==> src/rtl/cva6_cfg_responder.sv <==
// Read-only configuration responder: decodes a fixed word map of core parameters
// and returns responses in grant order through a small response FIFO.
module cva6_cfg_responder #(
   parameter int unsigned XLEN         = 32,
   parameter bit          RVA          = 1'b1,
   parameter bit          RVC          = 1'b1,
   parameter bit          FPU_EN       = 1'b0,
   parameter bit          RVH          = 1'b0,
   parameter bit          MMU_EN       = 1'b1,
   parameter bit          DEBUG_EN     = 1'b1,
   parameter int unsigned ICACHE_BYTES = 16384,
   parameter int unsigned ICACHE_WAYS  = 4,
   parameter int unsigned DCACHE_BYTES = 32768,
   parameter int unsigned DCACHE_WAYS  = 8,
   parameter int unsigned NR_COMMIT    = 2,
   parameter int unsigned NR_SB        = 8,
   parameter int unsigned NR_PMP       = 8,
   parameter int unsigned DEPTH        = 2
) (
   input  logic        clk_i,
   input  logic        rst_ni,
   input  logic        flush_i,
   input  logic        req_i,
   input  logic [7:0]  addr_i,
   output logic        gnt_o,
   output logic        rvalid_o,
   input  logic        rready_i,
   output logic [31:0] rdata_o,
   output logic        err_o
);

   localparam int unsigned PW = (DEPTH > 1) ? $clog2(DEPTH) : 1;
   localparam int unsigned CW = $clog2(DEPTH + 1);

   logic [32:0]   mem [DEPTH];
   logic [PW-1:0] wr_ptr, rd_ptr;
   logic [CW-1:0] count;
   logic          push, pop;
   logic [31:0]   dec_data;
   logic          dec_err;

   // Handshake: request side transfers when req_i && gnt_o; response side
   // transfers when rvalid_o && rready_i, with the head held stable until then.
   assign rvalid_o = (count != '0);
   assign gnt_o    = req_i && !flush_i &&
                     ((count < CW'(DEPTH)) || ((count == CW'(DEPTH)) && rvalid_o && rready_i));
   assign push     = gnt_o;
   assign pop      = rvalid_o && rready_i && !flush_i;
   assign rdata_o  = rvalid_o ? mem[rd_ptr][32:1] : 32'd0;
   assign err_o    = rvalid_o ? mem[rd_ptr][0]    : 1'b0;

   always_comb begin
      dec_data = 32'd0;
      dec_err  = 1'b0;
      if ((addr_i >= 8'h20) || (addr_i[1:0] != 2'b00)) begin
         dec_err = 1'b1;
      end else begin
         case (addr_i[4:2])
            3'd0: dec_data = 32'hC7A6_0001;
            3'd1: dec_data = 32'(XLEN);
            3'd2: dec_data = {26'd0, DEBUG_EN, MMU_EN, RVH, FPU_EN, RVC, RVA};
            3'd3: dec_data = 32'(ICACHE_BYTES);
            3'd4: dec_data = 32'(ICACHE_WAYS);
            3'd5: dec_data = 32'(DCACHE_BYTES);
            3'd6: dec_data = 32'(DCACHE_WAYS);
            default: dec_data = {8'd0, 8'(NR_PMP), 8'(NR_SB), 8'(NR_COMMIT)};
         endcase
      end
   end

   function automatic logic [PW-1:0] ptr_inc(input logic [PW-1:0] p);
      return (p == PW'(DEPTH - 1)) ? '0 : p + PW'(1);
   endfunction

   // Storage needs no reset: outputs are masked whenever the FIFO is empty.
   always_ff @(posedge clk_i) begin
      if (push) mem[wr_ptr] <= {dec_data, dec_err};
   end

   always_ff @(posedge clk_i or negedge rst_ni) begin
      if (!rst_ni) begin
         wr_ptr <= '0;
         rd_ptr <= '0;
         count  <= '0;
      end else if (flush_i) begin
         wr_ptr <= '0;
         rd_ptr <= '0;
         count  <= '0;
      end else begin
         if (push) wr_ptr <= ptr_inc(wr_ptr);
         if (pop)  rd_ptr <= ptr_inc(rd_ptr);
         case ({push, pop})
            2'b10:   count <= count + CW'(1);
            2'b01:   count <= count - CW'(1);
            default: count <= count;
         endcase
      end
   end

endmodule

==> config.mk <==
export PLATFORM = sky130hd
export DESIGN_NAME = cva6_cfg_responder
export DESIGN_NICKNAME = d
export VERILOG_FILES = /design/src/rtl/cva6_cfg_responder.sv
export SDC_FILE = /design/constraint.sdc
export NUM_CORES = 1
export LEC_CHECK = 0
export CAP_MARGIN = 0
export CORE_MARGIN = 2
export CORE_UTILIZATION = 55
export DETAILED_ROUTE_END_ITERATION = 7
export DONT_BUFFER_PORTS = 1
export PLACE_DENSITY = 0.7
export SETUP_SLACK_MARGIN = 0.1
export SLEW_MARGIN = 5
export SYNTH_ARGS = -nofsm -noshare
export SYNTH_HDL_FRONTEND = slang
export SYNTH_SLANG_ARGS = --single-unit
==> constraint.sdc <==
create_clock -name clk_i -period 1.9 [get_ports clk_i]
set_clock_uncertainty 0.05 [all_clocks]
set_input_delay 0.38 -clock clk_i [delete_from_list [all_inputs] [get_ports clk_i]]
set_output_delay 0.38 -clock clk_i [all_outputs]
set_load 0.01 [all_outputs]
==> impl_metrics.yaml <==
timing:
  fin_ws_ns: 0.1822
  setup_viol: 0
  hold_ws_ns: 0.05613
  slew_violations: 0
  period_share: 0.9041
  rsz0062_at_grt: "no"
  hold_viol_final: 0
  fin_crit_ns: 1.718
  fin_tns_setup_ns: 0
  max_freq_mhz: 582.1
critical_path:
  worstSetupStartpointType: "register"
  crit_fanout: 7
  slowest_stage: "dfrtp_2"
  end_kind: "output port"
  slowest_delay_ns: 0.46
  reg2reg_depth: 4
  r2r_end: "mem[0][1]"
  path_buf_inv: 1
  worstPathCellList: "buf_4 > mux2i_1 > nor2_1"
  crit_family: "flip-flops"
  critPathRequiredTime_ns: 1.47
  r2r-start: "count[0]"
  cp.depth: 3
  worstPathArrival_ns: 1.29
  critPathKind: "reg2out"
  ff2ff_setup_slack_ns: 0.26
global_routing:
  grt_pass1_vias: 704
  grt_max_degree: 15
  antenna_found_initial: 0
  grt_pass1_wl_mm: 3.229
  track_usage: 0.1682
  overflow: 0
cts:
  insertion_delay_ns: 0.31
  tritoncts: "built"
  clk_path_buf_depth: 2
  cts_buffers: 3
  cts.sinks: 26
  path_clk_slew_ns: 0.12
  ctsRootBufferMaster: "clkbuf_4"
  h-tree-depth: 1
power:
  clkPwrFrac: 0.223
  ir_worst_vdd_mv: 0.5610
  powerDensity_nw_per_um2: 737.1
  sw_frac_of_total: 0.2402
  pwr-share-seq: 0.631
  power.leakage_nw: 0.5145
  switchingPower_w: 0.0002459
  p_int_w: 0.0007778
  pwr-share-comb: 0.146
floorplan:
  die_w_um: 53.52
  dieArea_um2: 2864
  ios: 48
  initial_core_util: 0.5926
  die_h_um: 53.52
  std_cell_rows: 17
  core_area_um2: 2276
place:
  dpl.hpwl_mm: 1.444
  io_buffers: 0
  dp_cells: 135
  gp_congestion: 0.8133
  dp_slack_ns: 0.2517
routing:
  via_per_inst: 5.315
  ant_nets: 0
  wl_mm: 2.040
  wl_per_cell_um: 14.27
  drc_errors: 0
  first_pass_iters: 7
  drt_iter0_markers: 9
  vias: 760
worst_hold_path:
  hold_start: "flush_i"
  min_to: "count[0]"
  hold_depth: 1
  hp-class: "in2reg"
layout:
  nNetsFinal: 129
  areaGrowthSynthToFinish_pct: 2.968
  drive_gt1_frac: 0.2087
  diodes: 0
  final_cells: 143
  finish.utilization: 0.6102
yosys:
  synth-seq-cells: 26
  ys_types: 26
  ys_seq_area_frac: 0.5640
  yosysWarningCount: 0
  syn_area_um2: 1349
  synth_area_per_cell_um2: 11.83
  syn_inst: 114
run_status:
  status: "completed"
flow_run:
  maxCapViolations: 0
[synthesized netlist by cell type]
master | number | area share
a21oi_1 | 2 | 0.0074
a21oi_2 | 2 | 0.013
and2_1 | 1 | 0.0046
and2b_1 | 1 | 0.0056
buf_2 | 1 | 0.0037
buf_4 | 23 | 0.13
conb_1 | 1 | 0.0028
dfrtp_1 | 4 | 0.074
edfxtp_1 | 22 | 0.49
inv_1 | 2 | 0.0056
mux2_4 | 1 | 0.011
mux2i_1 | 12 | 0.089
nand2_1 | 2 | 0.0056
nand2b_1 | 4 | 0.019
nand2b_2 | 1 | 0.0065
nand3_2 | 1 | 0.0074
nor2_1 | 18 | 0.050
nor2b_1 | 1 | 0.0046
nor2b_2 | 1 | 0.0065
nor3_1 | 4 | 0.015
nor3_2 | 1 | 0.0074
nor3b_1 | 2 | 0.011
o21ai_0 | 4 | 0.015
or2_2 | 1 | 0.0046
xnor2_1 | 1 | 0.0065
xor2_1 | 1 | 0.0065
[per-stage QoR]
stage | area [µm²] | total power [W]
CTS | 1351 | 0.001019
floorplan | 1396 | 0.0007944
global placement | 1306 | 0.0007867
finish | 1389 | 0.001024
global route | 1389 | 0.001072
detailed placement | 1306 | 0.0007906
[placed cells by master (no fill, tap or decap), drive strengths merged]
cell type,n
a21oi,4
nor3,5
nand3,1
inv,2
mux2i,12
nor2b,2
nand2,2
mux2,1
xnor2,1
clkbuf,4
dlygate4sd3,1
and2,1
and2b,1
nor2,18
edfxtp,22
or2,1
buf,8
nor3b,2
xor2,1
conb,13
nand2b,5
o21ai,4
dfrtp,4
[state kept, by name, indices dropped and copies added, names as in the netlist]
register,cells
rd_ptr,1
mem,22
wr_ptr,1
count,2
[cell type report]
cell class                      instances  area [µm²]
Fill cell                             187       887.1
Timing Repair Buffer                    9       95.09
Multi-Input combinational cell         74       462.9
Sequential cell                        26       762.0
Clock buffer                            4       26.28
Inverter                                2       7.507
Tap cell                               28       35.03
[worst max path at each step]
stage	from	endpoint	slack, ns
2_1_floorplan	rd_ptr	rdata_o[18]	0.14
3_3_place_gp	count[0]	mem[0][20]	0.31
3_5_place_dp	count[0]	mem[0][2]	0.25
4_1_cts	rd_ptr	err_o	0.12
5_1_grt	count[0]	rdata_o[24]	0.11
6_report	rd_ptr	rdata_o[5]	0.18
[cell families after synthesis]
group	synth area share
buf+inv	0.1373
other cells	0.002780
compound gates	0.03525
xor+xnor	0.01299
simple gates	0.1475
mux	0.1002
flops	0.5640
[power groups by stage]
stage / logic (W) / registers, W / clock network [W]
floorplan: 0.000139 / 0.000655 / 0
global placement: 0.000127 / 0.000659 / 0
detailed placement: 0.000129 / 0.000661 / 0
CTS: 0.000135 / 0.000648 / 0.000237
global route: 0.000166 / 0.000648 / 0.000258
finish: 0.000150 / 0.000645 / 0.000228
[timing repair]
action | CTS | global route
resized for setup | 1 | 3
setup endpoints to repair | 17 | 16
endpoints found under the hold margin | 4 | 0
setup buffers | 1 | 2
hold buffers | 1 | 0
[per-layer routing]
layer / vias to the layer above / share of wire / GRT usage
met5: - / 0 / 0
met4: 0 / 0.025 / 0.1111
met3: 5 / 0.076 / 0.03672
met2: 36 / 0.48 / 0.2675
met1: 361 / 0.42 / 0.2048
li1: 358 / - / -
Power figures use the tool's default switching activity.
